==> config.mk <==
export PLATFORM = sky130hd
export DESIGN_NAME = aes_key_expansion
export DESIGN_NICKNAME = d
export VERILOG_FILES = /design/src/rtl/aes_key_expansion.sv
export SDC_FILE = /design/constraint.sdc
export NUM_CORES = 1
export LEC_CHECK = 0
export BUFFER_PORTS_ARGS = -buffer_cell sky130_fd_sc_hd__buf_2
export CORE_ASPECT_RATIO = 2
export CORE_MARGIN = 4
export CORE_UTILIZATION = 40
export CTS_BUF_LIST = sky130_fd_sc_hd__clkbuf_2 sky130_fd_sc_hd__clkbuf_4 sky130_fd_sc_hd__clkbuf_8
export DETAILED_ROUTE_END_ITERATION = 6
export PLACE_DENSITY = 0.78
export SYNTH_ARGS = -nofsm -noshare
export SYNTH_HDL_FRONTEND = slang
export SYNTH_SLANG_ARGS = --single-unit
==> constraint.sdc <==
create_clock -name ap_clk -period 5.05 [get_ports ap_clk]
set_input_delay 0.505 -clock ap_clk [delete_from_list [all_inputs] [get_ports ap_clk]]
set_output_delay 0.505 -clock ap_clk [all_outputs]
set_load 0.02 [all_outputs]
==> src/rtl/aes_key_expansion.sv <==
// AES-128 key schedule writer: expands the cipher key into 44 columns and stores one byte
// per `word` entry at row*ROW_STRIDE + col, using 1-cycle-latency BRAM ports.
module aes_key_expansion #(
   parameter int unsigned ROW_STRIDE = 120,
   parameter int unsigned NUM_COLS   = 44
) (
   input  logic        ap_clk,
   input  logic        ap_rst,
   input  logic        ap_start,
   output logic        ap_done,
   output logic        ap_idle,
   output logic        ap_ready,
   output logic [4:0]  key_address0,
   output logic        key_ce0,
   input  logic [31:0] key_q0,
   output logic [7:0]  sbox_address0,
   output logic        sbox_ce0,
   input  logic [31:0] sbox_q0,
   output logic [8:0]  word_address0,
   output logic        word_ce0,
   output logic        word_we0,
   output logic [31:0] word_d0,
   output logic [8:0]  word_address1,
   output logic        word_ce1,
   input  logic [31:0] word_q1
);

   localparam logic [2:0] S_IDLE = 3'd0;
   localparam logic [2:0] S_KRD  = 3'd1;
   localparam logic [2:0] S_KWR  = 3'd2;
   localparam logic [2:0] S_PREV = 3'd3;
   localparam logic [2:0] S_SUB  = 3'd4;
   localparam logic [2:0] S_XOR  = 3'd5;
   localparam logic [2:0] S_DONE = 3'd6;

   localparam logic [5:0] LAST_COL = 6'(NUM_COLS - 1);

   logic [2:0] state_q, state_d;
   logic [5:0] col_q;
   logic [1:0] i_q;
   logic       ph_q;
   logic [7:0] rcon_q;
   logic [7:0] t_q [4];
   logic [7:0] s_q [4];

   logic [1:0] i_nxt;
   logic [8:0] row_base;
   logic [8:0] col_ext;
   logic       unused_q_bits;

   assign i_nxt    = i_q + 2'd1;
   assign row_base = 9'(32'(i_q) * ROW_STRIDE);
   assign col_ext  = {3'd0, col_q};
   assign unused_q_bits = ^{key_q0[31:8], sbox_q0[31:8], word_q1[31:8]};

   // ph_q: 0 = issue the read, 1 = consume its data one cycle later
   always_comb begin
      state_d = state_q;
      case (state_q)
         S_IDLE:  if (ap_start) state_d = S_KRD;
         S_KRD:   state_d = S_KWR;
         S_KWR:   state_d = (i_q == 2'd3 && col_q == 6'd3) ? S_PREV : S_KRD;
         S_PREV:  if (ph_q && i_q == 2'd3) state_d = (col_q[1:0] == 2'd0) ? S_SUB : S_XOR;
         S_SUB:   if (ph_q && i_q == 2'd3) state_d = S_XOR;
         S_XOR:   if (ph_q && i_q == 2'd3) state_d = (col_q == LAST_COL) ? S_DONE : S_PREV;
         S_DONE:  state_d = S_IDLE;
         default: state_d = S_IDLE;
      endcase
   end

   always_ff @(posedge ap_clk) begin
      if (ap_rst) begin
         state_q <= S_IDLE;
         col_q   <= 6'd0;
         i_q     <= 2'd0;
         ph_q    <= 1'b0;
         rcon_q  <= 8'h01;
         for (int k = 0; k < 4; k++) begin
            t_q[k] <= 8'd0;
            s_q[k] <= 8'd0;
         end
      end else begin
         state_q <= state_d;
         case (state_q)
            S_IDLE: begin
               if (ap_start) begin
                  col_q  <= 6'd0;
                  i_q    <= 2'd0;
                  ph_q   <= 1'b0;
                  rcon_q <= 8'h01;
               end
            end
            S_KWR: begin
               i_q <= i_nxt;
               if (i_q == 2'd3) col_q <= col_q + 6'd1;
            end
            S_PREV, S_SUB, S_XOR: begin
               ph_q <= ~ph_q;
               if (ph_q) begin
                  i_q <= i_nxt;
                  if (state_q == S_PREV) t_q[i_q] <= word_q1[7:0];
                  if (state_q == S_SUB) s_q[i_q] <= sbox_q0[7:0];
                  // t stays stable while it addresses the S-box, then takes RotWord/SubWord
                  if (state_q == S_SUB && i_q == 2'd3) begin
                     t_q[0] <= s_q[0] ^ rcon_q;
                     t_q[1] <= s_q[1];
                     t_q[2] <= s_q[2];
                     t_q[3] <= sbox_q0[7:0];
                     rcon_q <= {rcon_q[6:0], 1'b0} ^ (rcon_q[7] ? 8'h1b : 8'h00);
                  end
                  if (state_q == S_XOR && i_q == 2'd3) col_q <= col_q + 6'd1;
               end
            end
            default: ;
         endcase
      end
   end

   always_comb begin
      ap_done       = (state_q == S_DONE);
      ap_ready      = (state_q == S_DONE);
      ap_idle       = (state_q == S_IDLE) && !ap_start;
      key_ce0       = 1'b0;
      key_address0  = 5'd0;
      sbox_ce0      = 1'b0;
      sbox_address0 = 8'd0;
      word_ce0      = 1'b0;
      word_we0      = 1'b0;
      word_address0 = 9'd0;
      word_d0       = 32'd0;
      word_ce1      = 1'b0;
      word_address1 = 9'd0;
      case (state_q)
         S_KRD: begin
            key_ce0      = 1'b1;
            key_address0 = {1'b0, col_q[1:0], i_q};
         end
         S_KWR: begin
            word_ce0      = 1'b1;
            word_we0      = 1'b1;
            word_address0 = row_base + col_ext;
            word_d0       = {24'd0, key_q0[7:0]};
         end
         S_PREV: begin
            if (!ph_q) begin
               word_ce1      = 1'b1;
               word_address1 = row_base + col_ext - 9'd1;
            end
         end
         S_SUB: begin
            if (!ph_q) begin
               sbox_ce0      = 1'b1;
               sbox_address0 = t_q[i_nxt];
            end
         end
         S_XOR: begin
            if (!ph_q) begin
               word_ce1      = 1'b1;
               word_address1 = row_base + col_ext - 9'd4;
            end else begin
               word_ce0      = 1'b1;
               word_we0      = 1'b1;
               word_address0 = row_base + col_ext;
               word_d0       = {24'd0, word_q1[7:0] ^ t_q[i_q]};
            end
         end
         default: ;
      endcase
   end

endmodule

After elaboration in Yosys (flattened, before gate mapping):

Memory sizes are Yosys's and may differ from the RTL's. A register that Yosys moved wholly into a read port is not among the register bits.
Index checks and enable logic that the tools add are counted.

* word-level logic and storage cells: 125
* output and inout port bits: 71
* input port bits: 99
* register bits after elaboration: 20
* bits in writable memories: 64
* memories kept: 2

Memories
* s_q: words 4, width 8, read ports 3, clocked after memory_dff 0, wr ports 4, line 44 `logic [7:0] s_q [4];`
* t_q: words 4, width 8, read ports 2, clocked after memory_dff 1, wr ports 4, line 43 `logic [7:0] t_q [4];`

* multipliers: 1
* muxes and demuxes: 68
* equality and inequality tests: 17
* reductions and logical operators: 19
* bitwise gates (word level): 8
* add/subtract/negate cells: 5

Operators with widths (count)
* 8-bit 2-to-1 mux: 12
* 9-bit one-hot mux with 2 select lines: 2
* 8-bit one-hot mux with 2 select lines: 2
* 9-bit 2-to-1 mux: 3
* 1-bit 2-to-1 mux: 26
* 6-bit 2-to-1 mux: 4
* 3-bit one-hot mux with 6 select lines: 1
* 6-bit one-hot mux with 3 select lines: 1
* 2-bit inequality test, second input constant: 8
* 8-bit OR reduction: 2
* 8-bit bitwise XOR: 2
* 3-bit 2-to-1 mux: 5
* 2-bit 2-to-1 mux: 7
* 9-bit by 6-bit adder with 9-bit output: 1
* 3-bit == test, second input constant: 3
* 9-bit by 1-bit subtractor with 9-bit output, second input constant: 1
* 9-bit by 3-bit subtractor with 9-bit output, second input constant: 1
* 4-bit AND reduction: 2
* 8-bit by 5-bit bitwise XOR with 8-bit output: 1
* 6-bit by 1-bit adder with 6-bit output, second input constant: 1
* 3-bit by 2-bit == test with 1-bit output, second input constant: 2
* 6-bit by 2-bit == test with 1-bit output, second input constant: 1
* 6-bit == test, second input constant: 1
* 2-bit by 4-bit multiplier with 6-bit output, second input constant: 1
* 20 further kinds: 28

Logic depth before layout (Yosys ltp):

Gate-level depths: netlist of run 1.

* depth after elaboration: 9
* depth in mapped cells: 10
* depth with buffers taken out: 9

Worst setup path before layout of run 1:

No wires, ideal clock.

* path type: register to output
* start point: reg i_q[0]
* end point: out word_address1[8]
* buffers on the path: 1
* required time: 4.545 ns
* path slack: 1.749 ns
* cell stages (with the launch flop): 10
* arrival time: 2.796 ns
* path through: dfxtp_1 clkbuf_1 inv_1 ha_1 ha_1 a211o_1 and2_4 xnor2_2 o41a_1 a221oi_2

* longest elaborated chain between the ends: 5
* elaborated cells on any way between the ends: 7
* classes of those cells: add/sub (3); mul (1); mux (3)

RTL lines
* start, declared: line 40 `logic [1:0] i_q;`
* start signal, assigned: line 94 `i_q <= i_nxt;`
* start signal, assigned: line 100 `i_q <= i_nxt;`
* 2-bit by 4-bit multiplier with 6-bit output (*): line 52 `assign row_base = 9'(32'(i_q) * ROW_STRIDE);`
* 9-bit by 6-bit adder with 9-bit output (*): line 147, 159
* 9-bit by 3-bit subtractor with 9-bit output / 9-bit by 1-bit subtractor with 9-bit output (equally long branches): line 159, 147
* 9-bit 2-to-1 mux (on tied branches): line 157, 145
* 9-bit one-hot mux with 2 select lines (*): line 133 `case (state_q)`
* end, declared: line 23 `output logic [8:0] word_address1,`

Every way passes the cells marked *; elsewhere a longest branch is shown, timed or not.

Worst setup path in the final report of run 1:

Ends and elaborated chain as after synthesis.

==> out/metrics.csv, run 1 <==
stage;metric;value;unit
logic_synthesis;Yosys cell types;69;
detailed_routing;Via density;5.55;
global_routing;most used routing layer in global routing;met2;
placement;cell total after placement;672;
pwr;Clock Power Share;0.337;
logic_synthesis;Syn Std Cell Area;5090;sq um
floorplan;top-level port count;170;
clocking;cell at the root of the clock tree;sky130_fd_sc_hd__clkbuf_8;
timing;minimum clock period after layout;4240;ps
worst_setup_path;critical path peak fanout;19;
logic_synthesis;yosys synthesis warning count;0;
clocking;number of buffers added by the clock tree synthesis step;9;
timing;worst path setup slack after routing;807;ps
finish;Reg area;2120;sq um
placement;estimated wirelength of the detail-placed design;9600;microns
pwr;worst voltage drop across the vdd grid;0.132;mV
global_routing;met1 global-route usage;0.170;
worst_setup_path;data required time at the worst endpoint;4550;ps
min_path;HP Start;sbox_q0[7];
timing;Slew Limit Headroom;0.439;
timing;transition at the pin with the smallest max-transition slack;838;ps
global_routing;Overall Global Routing Usage;0.167;
pwr;internal power;1.01;mW
pwr;Pwr Total;1.37;mW
floorplan;die outline area;14700;sq um
timing;Post-Route Hold Slack;459;ps
clocking;maximum clock insertion buffer count;2;
logic_synthesis;top cells by area in the synthesized netlist;sky130_fd_sc_hd__edfxtp_1 (33%), sky130_fd_sc_hd__dfxtp_1 (8.7%), sky130_fd_sc_hd__mux4_2 (7.1%), sky130_fd_sc_hd__a22o_1 (5.7%), sky130_fd_sc_hd__buf_4 (4.6%);
worst_setup_path;Reg2Reg Setup Slack;2080;ps
detailed_routing;number of vias after detailed routing;3811;
clocking;number of sinks on the clock net;78;
placement;Post-Place Worst Slack;1170;ps
logic_synthesis;FFs w/ async S/R, synth;0;
clocking;source-to-sink clock delay at the later pin of the worst-skew pair;370;ps
pwr;power density relative to cell area;247;nW/um^2
worst_setup_path;type of element capturing the critical path;primary output;
global_routing;initial antenna violation count;0;
detailed_routing;residual DRC count;0;
global_routing;maximum number of pins on one net before global-route repair;36;
logic_synthesis;commonest register cell after synthesis;sky130_fd_sc_hd__edfxtp_1;
detailed_routing;Detailed Routing Iterations Pass 1;5;
floorplan;placeable core region;12600;sq um
clocking;clock-pin slew reported for the worst setup and hold paths after clock tree synthesis;80;ps
logic_synthesis;Yosys top cell area share;0.331;
global_routing;global-route track usage on met3;0.0320;
clocking;CTS tree;yes;
logic_synthesis;number of synthesized register bits;78;
finish;antenna diode instance count;0;
floorplan;standard-cell row count;58;
floorplan;starting density of the core;0.405;
global_routing;wire length of the first global-routing pass;18900;microns
detailed_routing;number of DRC markers after the initial detailed-route iteration;298;
timing;Fin. Hold Viols;0;
finish;combined area of the multi-input logic cells;2630;sq um
timing;Final Max Tran Viols;0;
logic_synthesis;commonest cells in the synthesized netlist;sky130_fd_sc_hd__edfxtp_1 (56), sky130_fd_sc_hd__nor2_1 (34), sky130_fd_sc_hd__a22o_1 (33), sky130_fd_sc_hd__and2_1 (32), sky130_fd_sc_hd__buf_4 (31);
job;count of max-cap constraint violations;0;
timing;number of setup violations in the final report;0;
floorplan;DIE WIDTH;87.7;microns
placement;count of input and output buffers;72;
placement;placer congestion estimate;0.954;
timing;final period utilization;0.840;
floorplan;vertical die dimension;167;microns
clocking;CTS Hold Bufs;0;
global_routing;met2 GRT Util;0.305;
global_routing;number of global-route vias before repair;3725;
timing;setup repair after global routing missed its margin;no;
timing;sum of negative setup slack;0;ps
pwr;combinational power share;0.138;
clocking;H-tree depth;3;
timing;highest clock rate;236;MHz
logic_synthesis;most frequent cell after synthesis;sky130_fd_sc_hd__edfxtp_1;
pwr;share of power burned in registers;0.525;
global_routing;sum of overflow across all layers after global routing;0;
min_path;type of the worst min-delay path;input pin to register;
worst_setup_path;source of the critical timing path;i_q[0]$_SDFFE_PP0P_;
pwr;leakage power;2.25;nW
finish;Filler Cells Inserted;1195;
pwr;switching power;0.365;mW
clocking;CTS resizes;0;
worst_setup_path;Critical Setup Path Class;register to primary output;
worst_setup_path;Arrival @ worst endpoint;3740;ps
logic_synthesis;number of enable-type register cells in the synthesized netlist;56;
status;run status;finished clean;
finish;number of nets in the layout;646;
logic_synthesis;synthesized area per cell;10.5;sq um
worst_setup_path;type of element launching the critical path;register;
finish;fraction of final layout cells sized beyond drive strength 1;0.240;
detailed_routing;remaining number of nets flagged by the antenna check after routing;0;
detailed_routing;routed length per placed instance;17.5;microns
logic_synthesis;post-synthesis sequential area ratio;0.417;
pwr;switching power share of the total;0.266;
logic_synthesis;leading area contributor after synthesis;sky130_fd_sc_hd__edfxtp_1;
finish;area growth from synthesis to final layout;9.05;%
clocking;post-CTS setup repair buffer count;0;
logic_synthesis;instance count of the mapped netlist;483;
worst_setup_path;worst reg2reg startpoint;state_q[2]$_SDFFE_PP0P_;
finish;final cell count without fillers;687;
timing;setup skew after layout;11.7;ps
detailed_routing;wirelength, routed;12100;microns
-- per-layer routing --
metal / share of wire / vias up / wire [microns]
met3: 0.060 / 22 / 728
met1: 0.35 / 1813 / 4220
met4: 0.038 / 0 / 462
met2: 0.55 / 162 / 6640
li1: - / 1814 / -
met5: 0 / - / 0
-- cell usage in the layout, fill, tap and decap left out, types with 3 or more instances in the layout --
| cell | instances |
|---|---|
| sky130_fd_sc_hd__nor2_1 | 34 |
| sky130_fd_sc_hd__nor3_2 | 3 |
| sky130_fd_sc_hd__xnor2_1 | 16 |
| sky130_fd_sc_hd__nor3_1 | 13 |
| sky130_fd_sc_hd__buf_2 | 72 |
| sky130_fd_sc_hd__and3_1 | 9 |
| sky130_fd_sc_hd__nand3_1 | 12 |
| sky130_fd_sc_hd__and2_1 | 32 |
| sky130_fd_sc_hd__nor3b_1 | 4 |
| sky130_fd_sc_hd__o21ai_0 | 18 |
| sky130_fd_sc_hd__conb_1 | 25 |
| sky130_fd_sc_hd__edfxtp_1 | 56 |
| sky130_fd_sc_hd__a21oi_1 | 29 |
| sky130_fd_sc_hd__nor2b_1 | 4 |
| sky130_fd_sc_hd__clkbuf_8 | 9 |
| sky130_fd_sc_hd__dfxtp_1 | 22 |
| sky130_fd_sc_hd__nand2_1 | 20 |
| sky130_fd_sc_hd__or2_2 | 4 |
| sky130_fd_sc_hd__nand3b_1 | 3 |
| sky130_fd_sc_hd__nand2b_1 | 8 |
| sky130_fd_sc_hd__mux4_2 | 16 |
| sky130_fd_sc_hd__ha_1 | 13 |
| sky130_fd_sc_hd__xor2_1 | 11 |
| sky130_fd_sc_hd__a22o_1 | 33 |
| sky130_fd_sc_hd__inv_1 | 12 |
-- power groups by stage --
stage	Clock [mW]	Combinational, mW	Sequential (mW)
after floorplan	0	0.165	0.722
after global placement	0	0.183	0.732
after detailed placement	0	0.189	0.734
after CTS	0.468	0.189	0.719
after global routing	0.492	0.207	0.722
final	0.462	0.189	0.719
-- path summary, 6_finish.rpt --
path,end,cells after the start
setup / recovery,word_address1[8],10
hold / removal,s_q[0][7]$_SDFFCE_PN0P_,2
setup reg to reg,s_q[0][5]$_SDFFCE_PN0P_,5
hold reg to reg,t_q[1][2]$_DFFE_PP_,1
-- area by class of cell --
class,count,share of cell area
Multi-Input combinational cell,357,0.473
Sequential cell,78,0.383
Timing Repair Buffer,74,0.0677
Tap cell,150,0.0338
Clock buffer,11,0.0250
Inverter,13,0.00880
Clock inverter,4,0.00857
-- cells by family after synthesis --
group           count (synthesis)  share of synthesized area
xor+xnor                       28                     0.0497
fa+ha+maj                      14                     0.0359
compound gates                105                      0.149
other cells                     1                   0.000737
flops                          78                      0.417
buf+inv                        72                     0.0841
mux                            19                     0.0770
simple gates                  166                      0.186
-- state kept, by name, summed over array words and instances (netlist names), named ones only --
| name | cells |
|---|---|
| i_q | 2 |
| s_q | 24 |
| t_q | 32 |
| rcon_q | 8 |
| col_q | 6 |
| state_q | 3 |
| ph_q | 1 |
-- per-stage QoR --
step / instance area, sq um / util
floorplan: 5180 / -
finish: 5550 / 0.442
detailed placement: 5360 / 0.427
global route: 5550 / 0.442
CTS: 5550 / 0.442
global placement: 5360 / 0.427
-- critical path: stages (launching register included) --
cell,delay (ps)
sky130_fd_sc_hd__dfxtp_1,320
sky130_fd_sc_hd__buf_4,260
sky130_fd_sc_hd__inv_1,190
sky130_fd_sc_hd__ha_1,760
sky130_fd_sc_hd__ha_1,370
sky130_fd_sc_hd__a211o_1,290
sky130_fd_sc_hd__and2_4,160
sky130_fd_sc_hd__xnor2_2,170
sky130_fd_sc_hd__o41a_1,440
sky130_fd_sc_hd__a221oi_2,200
sky130_fd_sc_hd__buf_2,210
(Power assumes the default switching activity.)
==> run 2: changes to the inputs <==
clock period = 4.15 ns   (was 5.05 ns; I/O delays follow)
==> run 2 against run 1 <==
Effect of this change: global-route usage grew 0.64 points; final area grew 0.52%; largest cell class unchanged; core utilization rose by 0.23 points; first-iteration DRC count decreased by 1.0%; via count is 0.97% higher; worst setup slack worse by 390 ps; register-to-register slack worse by 580 ps; critical endpoint unchanged; final cell count rose by 0.44%; routed wire length increased by 3.3%; sequential share of layout area is 0.20 points lower; sequential cell count unchanged.
==> out/metrics.csv, run 2 (synthesized netlist as in run 1, its figures left out) <==
stage;metric;value;unit
status;run status;finished clean;
detailed_routing;number of vias after detailed routing;3848;
finish;leading registers by flop count;t_q (32), s_q (24), rcon_q (8);
global_routing;Overall Global Routing Usage;0.173;
finish;area growth from synthesis to final layout;9.62;%
floorplan;standard-cell row count;58;
timing;Fin. Hold Viols;0;
timing;sum of negative setup slack;0;ps
clocking;cell at the root of the clock tree;sky130_fd_sc_hd__clkbuf_8;
clocking;CTS Hold Bufs;0;
clocking;source-to-sink clock delay at the later pin of the worst-skew pair;360;ps
timing;transition at the pin with the smallest max-transition slack;829;ps
finish;register with the most flip-flops;t_q;
timing;Slew Limit Headroom;0.445;
detailed_routing;Detailed Routing Iterations Pass 1;4;
clocking;CTS tree;yes;
timing;final period utilization;0.900;
clocking;H-tree depth;3;
clocking;post-CTS setup repair buffer count;0;
placement;estimated wirelength of the detail-placed design;9760;microns
clocking;number of sinks on the clock net;78;
worst_setup_path;type of element launching the critical path;register;
timing;Final Max Tran Viols;0;
floorplan;top-level port count;170;
min_path;type of the worst min-delay path;input pin to register;
job;count of max-cap constraint violations;0;
pwr;worst voltage drop across the vdd grid;0.148;mV
worst_setup_path;type of element capturing the critical path;primary output;
clocking;clock-pin slew reported for the worst setup and hold paths after clock tree synthesis;80;ps
global_routing;initial antenna violation count;0;
finish;commonest cells after routing, fill and taps aside;sky130_fd_sc_hd__buf_2 (72), sky130_fd_sc_hd__edfxtp_1 (56), sky130_fd_sc_hd__nor2_1 (34), sky130_fd_sc_hd__a22o_1 (33), sky130_fd_sc_hd__and2_1 (32);
worst_setup_path;Critical Setup Path Class;register to primary output;
worst_setup_path;critical path peak fanout;19;
global_routing;number of global-route vias before repair;3852;
floorplan;placeable core region;12600;sq um
finish;final cell count without fillers;690;
finish;number of nets in the layout;648;
detailed_routing;remaining number of nets flagged by the antenna check after routing;0;
timing;number of setup violations in the final report;0;
worst_setup_path;data required time at the worst endpoint;3730;ps
clocking;maximum clock insertion buffer count;2;
detailed_routing;number of DRC markers after the initial detailed-route iteration;295;
timing;setup repair after global routing missed its margin;no;
timing;setup skew after layout;8.87;ps
pwr;power density relative to cell area;303;nW/um^2
placement;placer congestion estimate;0.936;
global_routing;maximum number of pins on one net before global-route repair;33;
clocking;number of buffers added by the clock tree synthesis step;9;
floorplan;die outline area;14700;sq um
finish;Filler Cells Inserted;1157;
finish;combined area of the multi-input logic cells;2630;sq um
placement;count of input and output buffers;72;
finish;Reg area;2120;sq um
finish;most common library cell in the layout ignoring fill and taps;sky130_fd_sc_hd__buf_2;
min_path;Hold Path Cell Cnt;2;
finish;fraction of final layout cells sized beyond drive strength 1;0.244;
timing;highest clock rate;268;MHz
global_routing;wire length of the first global-routing pass;19700;microns
worst_setup_path;Arrival @ worst endpoint;3320;ps
worst_setup_path;number of cells on the worst reg-to-reg path;4;
clocking;CTS resizes;0;
floorplan;DIE WIDTH;87.7;microns
detailed_routing;routed length per placed instance;18.0;microns
detailed_routing;wirelength, routed;12500;microns
floorplan;vertical die dimension;167;microns
finish;max FFs per register;32;
global_routing;sum of overflow across all layers after global routing;0;
detailed_routing;residual DRC count;0;
pwr;leakage power;2.27;nW
placement;cell total after placement;674;
finish;antenna diode instance count;0;
floorplan;starting density of the core;0.405;
timing;minimum clock period after layout;3740;ps
detailed_routing;Via density;5.58;
run 2: cell count changes in the layout (fill, tap and decap cells not counted), sizes merged:
cell / before / now
buf: 74 / 76
clkbuf: 11 / 12
run 2: metrics by stage:
stage	total power, mW	util	cell area, sq um	worst slack, ps	hold slack [ps]
after CTS	1.70	0.444	5580	440	366
after detailed placement	1.12	0.428	5380	837	532
after global routing	1.76	0.444	5580	213	379
after floorplan	1.08	-	5180	939	457
final	1.69	0.444	5580	414	380
after global placement	1.11	0.428	5380	926	525
run 2: critical path: stages, from the launching register on:
cell,delay [ps]
sky130_fd_sc_hd__dfxtp_1,310
sky130_fd_sc_hd__buf_4,250
sky130_fd_sc_hd__inv_1,200
sky130_fd_sc_hd__ha_1,400
sky130_fd_sc_hd__fa_1,480
sky130_fd_sc_hd__xor2_1,230
sky130_fd_sc_hd__nand3b_1,200
sky130_fd_sc_hd__o41a_1,460
sky130_fd_sc_hd__a221oi_2,210
sky130_fd_sc_hd__buf_2,210
run 2: worst paths after layout:
check / startpoint / to / slack, ps
max: i_q[0]$_SDFFE_PP0P_ / word_address1[8] / 410
min: sbox_q0[4] / s_q[0][4]$_SDFFCE_PN0P_ / 380
max reg2reg: state_q[0]$_SDFFE_PP0P_ / t_q[2][4]$_DFFE_PP_ / 1500
min reg2reg: rcon_q[4]$_SDFFE_PP0P_ / rcon_q[5]$_SDFFE_PP0P_ / 540
run 2: area by class of cell:
cell class,instances,area share
clock buffer,12,0.0274
tap,150,0.0337
clock inverter,4,0.00853
sequential,78,0.381
multi-input combinational,357,0.471
inverter,13,0.00875
timing repair buffer,76,0.0700
run 2: power breakdown:
group / internal, mW / leakage [nW] / switching [mW] / total, mW
logic: 0.0837 / 1.41 / 0.149 / 0.232
registers: 0.854 / 0.756 / 0.0229 / 0.877
clock network: 0.307 / 0.105 / 0.275 / 0.582
run 2: layer usage:
| layer | GRT usage | up-vias | share of wire |
|---|---|---|---|
| li1 | - | 1817 | - |
| met1 | 0.177 | 1852 | 0.36 |
| met2 | 0.323 | 149 | 0.55 |
| met3 | 0.0315 | 30 | 0.053 |
| met4 | 0.0868 | 0 | 0.038 |
| met5 | 0 | - | 0 |
